**src/rtl/osnt_restore_pkg.sv**
```systemverilog
`default_nettype none
// +--------------------------------------------------------------------------+
// | osnt_restore_pkg : shared widths, FSM states and tkeep helper functions   |
// | Rev 1.0                                                                  |
// +--------------------------------------------------------------------------+
package osnt_restore_pkg;

   localparam int DATA_WIDTH     = 256;
   localparam int KEEP_WIDTH     = DATA_WIDTH / 8;
   localparam int TUSER_WIDTH    = 128;
   localparam int BYTES_PER_BEAT = 32;
   localparam int LEN_WIDTH      = 16;

   typedef enum logic [0:0] {
      PASS = 1'b0,
      PAD  = 1'b1
   } state_t;

   function automatic logic [5:0] keep_to_count(input logic [31:0] keep);
      logic [5:0] n;
      n = '0;
      for (int i = 0; i < 32; i++) begin
         n = n + {5'b0, keep[i]};
      end
      return n;
   endfunction

   // Counts of 32 or more give an all-ones mask.
   function automatic logic [31:0] count_to_keep(input logic [5:0] n);
      logic [31:0] k;
      for (int i = 0; i < 32; i++) begin
         k[i] = (6'(i) < n);
      end
      return k;
   endfunction

endpackage
`default_nettype wire

```
**src/rtl/tkeep_fill_mask.sv**
```systemverilog
`default_nettype none
// +--------------------------------------------------------------------------+
// | tkeep_fill_mask : fill-lane mask and output tkeep for a padded last beat |
// | Rev 1.0                                                                  |
// +--------------------------------------------------------------------------+
module tkeep_fill_mask
   import osnt_restore_pkg::*;
(
   input  logic [5:0]  i_n,
   input  logic [15:0] i_d,
   output logic [31:0] o_fill_mask,
   output logic [31:0] o_keep,
   output logic        o_fits
);

   logic [5:0] w_space;
   logic [5:0] w_fill;
   logic [5:0] w_total;

   always_comb begin
      w_space     = 6'd32 - i_n;
      o_fits      = (i_d <= {10'b0, w_space});
      w_fill      = o_fits ? i_d[5:0] : w_space;
      w_total     = i_n + w_fill;
      o_keep      = count_to_keep(w_total);
      o_fill_mask = o_keep & ~count_to_keep(i_n);
   end

endmodule
`default_nettype wire

```
**src/rtl/osnt_sume_length_restorer.sv**
```systemverilog
`default_nettype none
// +--------------------------------------------------------------------------+
// | osnt_sume_length_restorer : pads snapped packets back to tuser length.   |
// | Optional LENGTH_RESTORE_STATS_EN adds the padded_pkts counter. Rev 1.0   |
// +--------------------------------------------------------------------------+
module osnt_sume_length_restorer
   import osnt_restore_pkg::*;
#(
   parameter int C_M_AXIS_DATA_WIDTH  = 256,
   parameter int C_S_AXIS_DATA_WIDTH  = 256,
   parameter int C_M_AXIS_TUSER_WIDTH = 128,
   parameter int C_S_AXIS_TUSER_WIDTH = 128,
   parameter int C_S_AXI_DATA_WIDTH   = 32
) (
   input  logic                              axi_aclk,
   input  logic                              axi_reset,
   input  logic [C_S_AXIS_DATA_WIDTH-1:0]    s_axis_tdata,
   input  logic [C_S_AXIS_DATA_WIDTH/8-1:0]  s_axis_tkeep,
   input  logic [C_S_AXIS_TUSER_WIDTH-1:0]   s_axis_tuser,
   input  logic                              s_axis_tvalid,
   input  logic                              s_axis_tlast,
   output logic                              s_axis_tready,
   output logic [C_M_AXIS_DATA_WIDTH-1:0]    m_axis_tdata,
   output logic [C_M_AXIS_DATA_WIDTH/8-1:0]  m_axis_tkeep,
   output logic [C_M_AXIS_TUSER_WIDTH-1:0]   m_axis_tuser,
   output logic                              m_axis_tvalid,
   output logic                              m_axis_tlast,
   input  logic                              m_axis_tready,
   input  logic                              pad_en,
   input  logic [7:0]                        pad_byte
`ifdef LENGTH_RESTORE_STATS_EN
   ,
   output logic [C_S_AXI_DATA_WIDTH-1:0]     padded_pkts
`endif
);

   if ((C_M_AXIS_DATA_WIDTH != DATA_WIDTH) || (C_S_AXIS_DATA_WIDTH != DATA_WIDTH) ||
       (C_M_AXIS_TUSER_WIDTH != TUSER_WIDTH) || (C_S_AXIS_TUSER_WIDTH != TUSER_WIDTH) ||
       (C_S_AXI_DATA_WIDTH < 1)) begin : g_cfg_check
      $error("osnt_sume_length_restorer: unsupported width configuration");
   end

   state_t                  r_state, w_state_nxt;
   logic                    r_first, w_first_nxt;
   logic [LEN_WIDTH-1:0]    r_cnt, w_cnt_nxt;
   logic [LEN_WIDTH-1:0]    r_rem, w_rem_nxt;
   logic [LEN_WIDTH-1:0]    r_target, w_target;
   logic                    r_pad_en, w_pad_en;
   logic [7:0]              r_pad_byte, w_pad_byte;
   logic [TUSER_WIDTH-1:0]  r_tuser, w_tuser;

   logic [DATA_WIDTH-1:0]   r_m_tdata, w_m_tdata_nxt;
   logic [KEEP_WIDTH-1:0]   r_m_tkeep, w_m_tkeep_nxt;
   logic [TUSER_WIDTH-1:0]  r_m_tuser, w_m_tuser_nxt;
   logic                    r_m_tvalid, w_m_tvalid_nxt;
   logic                    r_m_tlast, w_m_tlast_nxt;

   logic                    w_load, w_accept, w_need_pad, w_pad_inc;
   logic [5:0]              w_n;
   logic [LEN_WIDTH:0]      w_sum;
   logic [LEN_WIDTH-1:0]    w_r, w_d;
   logic [31:0]             w_fill_mask, w_fill_keep;
   logic                    w_fits;
   logic [DATA_WIDTH-1:0]   w_fill_data;

   // Config and tuser come straight from the bus on the first beat, else from the latch.
   assign w_target   = r_first ? s_axis_tuser[LEN_WIDTH-1:0] : r_target;
   assign w_pad_en   = r_first ? pad_en   : r_pad_en;
   assign w_pad_byte = r_first ? pad_byte : r_pad_byte;
   assign w_tuser    = r_first ? s_axis_tuser : r_tuser;

   assign w_n        = keep_to_count(s_axis_tkeep);
   assign w_sum      = {1'b0, (r_first ? {LEN_WIDTH{1'b0}} : r_cnt)} + {11'b0, w_n};
   assign w_r        = w_sum[LEN_WIDTH] ? {LEN_WIDTH{1'b1}} : w_sum[LEN_WIDTH-1:0];
   assign w_d        = w_target - w_r;
   assign w_need_pad = w_pad_en && (w_r < w_target);

   assign w_load        = !r_m_tvalid || m_axis_tready;
   assign s_axis_tready = !axi_reset && (r_state == PASS) && w_load;
   assign w_accept      = s_axis_tvalid && s_axis_tready;

   tkeep_fill_mask u_fill (
      .i_n         (w_n),
      .i_d         (w_d),
      .o_fill_mask (w_fill_mask),
      .o_keep      (w_fill_keep),
      .o_fits      (w_fits)
   );

   for (genvar gi = 0; gi < BYTES_PER_BEAT; gi++) begin : g_lane
      assign w_fill_data[8*gi +: 8] = w_fill_mask[gi] ? w_pad_byte : s_axis_tdata[8*gi +: 8];
   end

   always_comb begin
      w_state_nxt    = r_state;
      w_first_nxt    = r_first;
      w_cnt_nxt      = r_cnt;
      w_rem_nxt      = r_rem;
      w_m_tdata_nxt  = r_m_tdata;
      w_m_tkeep_nxt  = r_m_tkeep;
      w_m_tuser_nxt  = r_m_tuser;
      w_m_tvalid_nxt = r_m_tvalid;
      w_m_tlast_nxt  = r_m_tlast;
      w_pad_inc      = 1'b0;
      case (r_state)
         PASS: begin
            if (w_accept) begin
               w_first_nxt    = s_axis_tlast;
               w_cnt_nxt      = w_r;
               w_m_tdata_nxt  = s_axis_tdata;
               w_m_tkeep_nxt  = s_axis_tkeep;
               w_m_tuser_nxt  = w_tuser;
               w_m_tvalid_nxt = 1'b1;
               w_m_tlast_nxt  = s_axis_tlast;
               if (s_axis_tlast && w_need_pad) begin
                  w_pad_inc     = 1'b1;
                  w_m_tdata_nxt = w_fill_data;
                  w_m_tkeep_nxt = w_fits ? w_fill_keep : {KEEP_WIDTH{1'b1}};
                  w_m_tlast_nxt = w_fits;
                  if (!w_fits) begin
                     w_state_nxt = PAD;
                     w_rem_nxt   = w_d - {10'b0, (6'd32 - w_n)};
                  end
               end
            end else if (w_load) begin
               w_m_tvalid_nxt = 1'b0;
            end
         end
         PAD: begin
            if (w_load) begin
               w_m_tdata_nxt  = {BYTES_PER_BEAT{r_pad_byte}};
               w_m_tuser_nxt  = r_tuser;
               w_m_tvalid_nxt = 1'b1;
               if (r_rem <= 16'd32) begin
                  w_m_tkeep_nxt = count_to_keep(r_rem[5:0]);
                  w_m_tlast_nxt = 1'b1;
                  w_state_nxt   = PASS;
               end else begin
                  w_m_tkeep_nxt = {KEEP_WIDTH{1'b1}};
                  w_m_tlast_nxt = 1'b0;
                  w_rem_nxt     = r_rem - 16'd32;
               end
            end
         end
         default: w_state_nxt = PASS;
      endcase
   end

   always_ff @(posedge axi_aclk) begin
      if (axi_reset) begin
         r_state    <= PASS;
         r_first    <= 1'b1;
         r_cnt      <= '0;
         r_rem      <= '0;
         r_target   <= '0;
         r_pad_en   <= 1'b0;
         r_pad_byte <= '0;
         r_tuser    <= '0;
         r_m_tdata  <= '0;
         r_m_tkeep  <= '0;
         r_m_tuser  <= '0;
         r_m_tvalid <= 1'b0;
         r_m_tlast  <= 1'b0;
      end else begin
         r_state    <= w_state_nxt;
         r_first    <= w_first_nxt;
         r_cnt      <= w_cnt_nxt;
         r_rem      <= w_rem_nxt;
         r_m_tdata  <= w_m_tdata_nxt;
         r_m_tkeep  <= w_m_tkeep_nxt;
         r_m_tuser  <= w_m_tuser_nxt;
         r_m_tvalid <= w_m_tvalid_nxt;
         r_m_tlast  <= w_m_tlast_nxt;
         if (w_accept && r_first) begin
            r_target   <= w_target;
            r_pad_en   <= w_pad_en;
            r_pad_byte <= w_pad_byte;
            r_tuser    <= w_tuser;
         end
      end
   end

   assign m_axis_tdata  = r_m_tdata;
   assign m_axis_tkeep  = r_m_tkeep;
   assign m_axis_tuser  = r_m_tuser;
   assign m_axis_tvalid = r_m_tvalid;
   assign m_axis_tlast  = r_m_tlast;

`ifdef LENGTH_RESTORE_STATS_EN
   logic [C_S_AXI_DATA_WIDTH-1:0] r_padded;

   always_ff @(posedge axi_aclk) begin
      if (axi_reset) begin
         r_padded <= '0;
      end else if (w_pad_inc) begin
         r_padded <= r_padded + 1'b1;
      end
   end

   assign padded_pkts = r_padded;
`endif

endmodule
`default_nettype wire
```
**config.mk**
```make
export PLATFORM = sky130hd
export DESIGN_NAME = osnt_sume_length_restorer
export DESIGN_NICKNAME = d
export VERILOG_FILES = /design/src/rtl/osnt_restore_pkg.sv /design/src/rtl/tkeep_fill_mask.sv /design/src/rtl/osnt_sume_length_restorer.sv
export SDC_FILE = /design/constraint.sdc
export NUM_CORES = 2
export LEC_CHECK = 0
export BUFFER_PORTS_ARGS = -buffer_cell sky130_fd_sc_hd__buf_4
export CAP_MARGIN = 10
export CELL_PAD_IN_SITES_DETAIL_PLACEMENT = 1
export CELL_PAD_IN_SITES_GLOBAL_PLACEMENT = 1
export CORE_MARGIN = 8
export CORE_UTILIZATION = 30
export DETAILED_ROUTE_END_ITERATION = 8
export GPL_TIMING_DRIVEN = 0
export PLACE_DENSITY = 0.7
export SETUP_SLACK_MARGIN = 0.5
export SYNTH_ARGS = -nofsm -noshare
export SYNTH_HDL_FRONTEND = slang
export SYNTH_HIERARCHICAL = 1
export SYNTH_SLANG_ARGS = --single-unit
```
**constraint.sdc**
```tcl
create_clock -name axi_aclk -period 15.8 [get_ports axi_aclk]
set_input_delay 4.74 -clock axi_aclk [delete_from_list [all_inputs] [get_ports axi_aclk]]
set_output_delay 4.74 -clock axi_aclk [all_outputs]
set_load 0.005 [all_outputs]
```
# Word level (Yosys, flattened, before mapping)

Cells that the tools add are included.

Register bits after elaboration: 605
Input bits: 430
Output and inout bits: 419
Word-level logic and storage cells: 244

Add/sub/neg operators: 37
Order comparisons: 99
Eq/ne operators: 6
Mux-type cells: 73
Bitwise logic cells: 3
Reduce and logical (&&, ||, !) cells: 13

Operators by type and width:

| operator                                                  | number |
|---|---|
| 2-to-1 mux 256 bit                                        | 3 |
| case mux 256 bit (2 select lines)                         | 1 |
| 2-to-1 mux 128 bit                                        | 3 |
| less-than comparator 5 x 6 -> 1 bit, first input constant | 48 |
| 2-to-1 mux 8 bit                                          | 33 |
| case mux 128 bit (2 select lines)                         | 1 |
| 2-to-1 mux 32 bit                                         | 5 |
| adder 6 x 1 -> 6 bit                                      | 26 |
| less-than comparator 4 x 6 -> 1 bit, first input constant | 24 |
| 2-to-1 mux 16 bit                                         | 8 |
| less-than comparator 3 x 6 -> 1 bit, first input constant | 12 |
| case mux 32 bit (2 select lines)                          | 1 |
| less-than comparator 1 x 6 -> 1 bit, first input constant | 6 |
| less-than comparator 2 x 6 -> 1 bit, first input constant | 6 |
| bitwise AND 32 bit                                        | 1 |
| NOT 32 bit                                                | 1 |
| case mux 16 bit (2 select lines)                          | 1 |
| adder 16 x 6 -> 17 bit                                    | 1 |
| <= comparator 16 x 6 -> 1 bit                             | 1 |
| <= comparator 16 x 6 -> 1 bit, second input constant      | 1 |
| less-than comparator 16 bit                               | 1 |
| subtractor 16 bit                                         | 1 |
| subtractor 16 x 6 -> 16 bit                               | 1 |
| subtractor 16 x 6 -> 16 bit, second input constant        | 1 |
| other kinds (19)                                          | 44 |

# Logic depth before layout (Yosys ltp)

Depth after elaboration: 43
Mapped depth: 49
Mapped depth without buffers: 47

# Hierarchy

Netlist, hierarchy kept.

By module, submodules not included:

| module                    | times used | cells each | area an instance (um^2) | sequential area each (um^2) |
|---|---|---|---|---|
| osnt_sume_length_restorer | 1          | 3600       | 28242.1                 | 12111.6 |
| tkeep_fill_mask           | 1          | 233        | 1441.4                  | 0.0 |

# Worst setup path before layout

No wires, ideal clock.

Path type: input to register
Start: input port s_axis_tkeep[0]
End: register r_m_tdata[224], in the netlist m_axis_tdata[224]
Setup time: 0.074 ns
Arrival: 15.783 ns
Data required time: 15.726 ns
Setup slack: -0.057 ns
Stages: 44
Path buffers: 4
Path through: inv_1 fa_1 fa_1 fa_1 fa_1 fa_1 fa_1 inv_1 ha_1 fa_1 xor2_1 ha_1 a21o_1 a21oi_1 o21bai_1 a21oi_1 nor2_2 and4_1 [... 8 more ...] a211o_4 nor4_1 o2111ai_1 nor2_1 clkbuf_1 o21ai_0 ha_1 fa_1 a21o_1 a21oi_1 xor2_1 nor3_1 o21ai_0 a221oi_2 and2_1 clkbuf_1 nand2_1 a31oi_1

Word-level cells in the longest chain between the ends: 43
Elaborated cells between the ends (all ways): 49
Classes of those cells: add/sub (35); order compare (4); mux (6); bitwise (2); reduce/logical (2)

RTL lines:

| element                             | line                             | source |
|---|---|---|
| start, declared                     | osnt_sume_length_restorer.sv:18  | `input logic [C_S_AXIS_DATA_WIDTH/8-1:0] s_axis_tkeep,` |
| adder 1 x 1 -> 2 bit                | osnt_restore_pkg.sv:23           | `n = n + {5'b0, keep[i]};` |
| adder 2 x 1 -> 3 bit                | osnt_restore_pkg.sv:23           |  |
| adder 3 x 1 -> 4 bit                | osnt_restore_pkg.sv:23           |  |
| adder 4 x 1 -> 5 bit                | osnt_restore_pkg.sv:23           |  |
| adder 5 x 1 -> 6 bit                | osnt_restore_pkg.sv:23           |  |
| adder 6 x 1 -> 6 bit (26 in a row)  | osnt_restore_pkg.sv:23           |  |
| net w_n[2]                          | osnt_sume_length_restorer.sv:59  | `logic [5:0] w_n;` |
| adder 16 x 6 -> 17 bit              | osnt_sume_length_restorer.sv:73  | `assign w_sum = {1'b0, (r_first ? {LEN_WIDTH{1'b0}} : r_cnt)} + {11'b0, w_n};` |
| [... 2 more ...]                    | --                               |  |
| net w_d[13]                         | osnt_sume_length_restorer.sv:61  | `logic [LEN_WIDTH-1:0] w_r, w_d;` |
| [... 1 more ...]                    | --                               |  |
| net w_fits                          | osnt_sume_length_restorer.sv:63  | `logic w_fits;` |
| [... 1 more ...]                    | --                               |  |
| adder 6 bit                         | tkeep_fill_mask.sv:24            | `w_total = i_n + w_fill;` |
| less-than comparator 5 x 6 -> 1 bit | osnt_restore_pkg.sv:32           | `k[i] = (6'(i) < n);` |
| bitwise AND 32 bit                  | tkeep_fill_mask.sv:26            | `o_fill_mask = o_keep & ~count_to_keep(i_n);` |
| net w_fill_mask[28]                 | osnt_sume_length_restorer.sv:62  | `logic [31:0] w_fill_mask, w_fill_keep;` |
| 2-to-1 mux 8 bit                    | osnt_sume_length_restorer.sv:91  | `assign w_fill_data[8*gi +: 8] = w_fill_mask[gi] ? w_pad_byte : s_axis_tdata[8*gi +: 8];` |
| 2-to-1 mux 256 bit                  | osnt_sume_length_restorer.sv:115 | `if (s_axis_tlast && w_need_pad) begin` |
| 2-to-1 mux 256 bit                  | osnt_sume_length_restorer.sv:107 | `if (w_accept) begin` |
| case mux 256 bit (2 select lines)   | osnt_sume_length_restorer.sv:105 | `case (r_state)` |
| end signal, assigned                | osnt_sume_length_restorer.sv:169 | `r_m_tdata <= w_m_tdata_nxt;` |
| end, declared                       | osnt_sume_length_restorer.sv:52  | `logic [DATA_WIDTH-1:0] r_m_tdata, w_m_tdata_nxt;` |

The timed path passes the listed nets, and every way through them passes these cells. The select of a mux whose other input is x is not followed.
A chain may end at the register's enable or synchronous reset.

# Worst setup path after layout

Start: input port s_axis_tkeep[0]
End: register r_m_tdata[246], in the netlist m_axis_tdata[246]

The elaborated chain is that of the path after synthesis.

==> impl_metrics.env <==
export IMPL_worstPathRequired_ns=16.38
export IMPL_drt_iter0_markers=3041
export IMPL_status="finished clean"
export IMPL_ys_flop_type="dfxtp_1"
export IMPL_drtAntennaViolNets=0
export IMPL_cts_htree_levels=3
export IMPL_yosys_register_bits=605
export IMPL_hold_class="flip-flop to flip-flop"
export IMPL_finalWeightedCongestion=0.970
export IMPL_synth_xor_area_share=0.0137
export IMPL_synth_area_mux_share=0.0533
export IMPL_die_area_um2=109000
export IMPL_holdBufCountCts=0
export IMPL_die_h_um=331
export IMPL_layout_drive_gt1_share=0.294
export IMPL_max_cap_violations=0
export IMPL_synth_compound_area_share=0.235
export IMPL_remaining_drc_errors=0
export IMPL_synthAdderAreaFrac=0.0404
export IMPL_synth_area_top_cells="dfxtp_1, nand2_1, a31oi_1, o21ai_0, mux2i_1"
export IMPL_crit_fanout=8
export IMPL_crit_path_start_kind="primary input"
export IMPL_nFillCells=11879
export IMPL_netlist_instances=3833
export IMPL_syn2layout_area_growth_pct=44.3
export IMPL_row_count=115
export IMPL_synth_nets=4342
export IMPL_end_kind="flip-flop"
export IMPL_vias=34698
export IMPL_synth_edff_count=0
export IMPL_wl_mm=182
export IMPL_cts_root_buf="clkbuf_16"
export IMPL_cts_tree="done"
export IMPL_cts_clk_slew_worst_paths_ns=0.06
export IMPL_finalSetupViolCount=0
export IMPL_first_global_vias=33850
export IMPL_yosysTopAreaCell="dfxtp_1"
export IMPL_insertion_delay_ns=0.67
export IMPL_clock_path_buffers=3
export IMPL_final_nets=5354
export IMPL_synthSimpleGateAreaFrac=0.193
export IMPL_ys_top_cells_by_count="nand2_1, dfxtp_1, o21ai_0"
export IMPL_io_buffers=848
export IMPL_synth_top_area_share=0.408
export IMPL_io_pins=849
export IMPL_layout_worst_path_cycle_share=0.978
export IMPL_hpwl_mm=140
export IMPL_maxSlewHeadroom=0.198
export IMPL_die_w_um=331
export IMPL_worst_pin_slew_ns=1.20
export IMPL_post_drt_via_cell_ratio=5.58
export IMPL_crit_type="primary input to flip-flop"
export IMPL_grt_usage=0.308
export IMPL_wl_per_cell_um=29.3
export IMPL_finClkSkew_ns=0.0371
export IMPL_seq_area_frac_synth=0.408
export IMPL_grt_max_degree=13
export IMPL_syn_area_um2=29700
export IMPL_grt_pass1_wl_mm=247
export IMPL_slowest_stage="fa_1"
export IMPL_period_needed_ns=15.45
export IMPL_async_flop_share=0
export IMPL_core_um2=98300
export IMPL_clock_fmax_ghz=0.0647
export IMPL_yosysWarnings=6
export IMPL_synth_cell_types=88
export IMPL_slowest_delay_ns=0.59
export IMPL_grt_setup_unrepaired="true"
export IMPL_firstDrtPassIters=5
export IMPL_gr_total_overflow=0
export IMPL_slew_viol_final=0
export IMPL_start_util=0.302
export IMPL_cts_buffers=74
export IMPL_final_util=0.436
export IMPL_antenna_found_initial=37
export IMPL_clock_sinks=605
export IMPL_synth_top_family_by_area="compound AO/OA/AOI/OAI gates"
export IMPL_multi_input_area_um2=17300
export IMPL_area_sequential_um2=12100
export IMPL_arrival_ns=16.02
export IMPL_synth_most_common_cell="nand2_1"
export IMPL_whs_ns=0.451
export IMPL_hold_viol=0
export IMPL_syn_avg_cell_area_um2=7.74
-- kinds of logic (layout without fill, tap and decap cells) --
kind of cell / Yosys count / after routing
mux: 155 / 155
flops: 605 / 605
buf+inv: 424 / 1493
fa+ha+maj: 79 / 79
compound gates: 1144 / 1144
simple gates: 1382 / 1382
xor+xnor: 44 / 44
other cells: 0 / 29
-- worst max-delay path, delay by kind of cell --
family	cells	cell delay, ns
AOI/OAI and AO/OA	13	2.71
buffers and inverters	9	1.10
adders and majority gates	12	4.68
xor gates and xnor gates	3	0.56
and+or+nand+nor	11	2.20
-- state kept, by name, summed over array words and instances (netlist names) --
name,count
r_target,16
m_axis_tvalid,1
r_first,1
r_rem,16
r_tuser,128
m_axis_tuser,128
m_axis_tdata,256
r_cnt,16
r_pad_byte,8
m_axis_tlast,1
m_axis_tkeep,32
r_state,1
r_pad_en,1
-- path summary, 6_finish.rpt --
path,depth (start not counted),slack (ns),start,end
max,48,0.35,s_axis_tkeep[0],m_axis_tdata[246]$_SDFFE_PP0P_
min,2,0.45,r_tuser[126]$_SDFFE_PP0P_,r_tuser[126]$_SDFFE_PP0P_
max reg2reg,42,5.62,r_first$_SDFFE_PP1P_,m_axis_tdata[246]$_SDFFE_PP0P_
min reg2reg,2,0.45,r_tuser[126]$_SDFFE_PP0P_,r_tuser[126]$_SDFFE_PP0P_
-- routing by layer --
| layer | GRT usage | share of wire | up-vias |
|---|---|---|---|
| met5 | 0 | 0.00049 | - |
| met4 | 0.127 | 0.051 | 14 |
| met3 | 0.0930 | 0.10 | 433 |
| met2 | 0.484 | 0.44 | 1735 |
| met1 | 0.393 | 0.41 | 17152 |
| li1 | - | - | 15364 |
-- repair_timing --
action / 4_1_cts / 5_1_grt
pin swaps: 34 / 187
setup endpoints to repair: 292 / 288
gates resized for setup: 160 / 360
gates cloned: 1 / 3
buffers inserted: 27 / 56
-- placed cells by master, fill, tap and decap left out, drive strengths merged, types with 51 or more instances in the layout --
master / Yosys / final
nand2: 981 / 981
a31oi: 291 / 291
a211oi: 140 / 140
a21oi: 245 / 245
ha: 51 / 51
nor2: 219 / 219
buf: 77 / 1023
clkbuf: 241 / 340
dfxtp: 605 / 605
inv: 106 / 108
mux2i: 131 / 131
o21ai: 343 / 343
-- layout make-up --
type,instances,share of cell area
Clock buffer,109,0.0496
Sequential cell,605,0.283
Tap cell,1287,0.0376
Buffer,318,0.0390
Multi-Input combinational cell,2804,0.405
Antenna cell,29,0.00169
Timing Repair Buffer,936,0.168
Inverter,106,0.00935
Clock inverter,24,0.00707
-- metrics by stage --
step,setup slack (ns),setup TNS [ns],cells,instance area (um^2)
floorplan,0.497,0,3833,29700
global placement,-3.40,-633.32,5968,37700
detailed placement,-3.09,-677.54,5969,37700
CTS,0.509,0,6130,41000
global route,0.116,0,6206,42800
finish,0.353,0,6218,42800
Power is left out: the tool's default activity adds up to more than one toggle a clock period on the data nets, which glitch-free logic cannot reach.
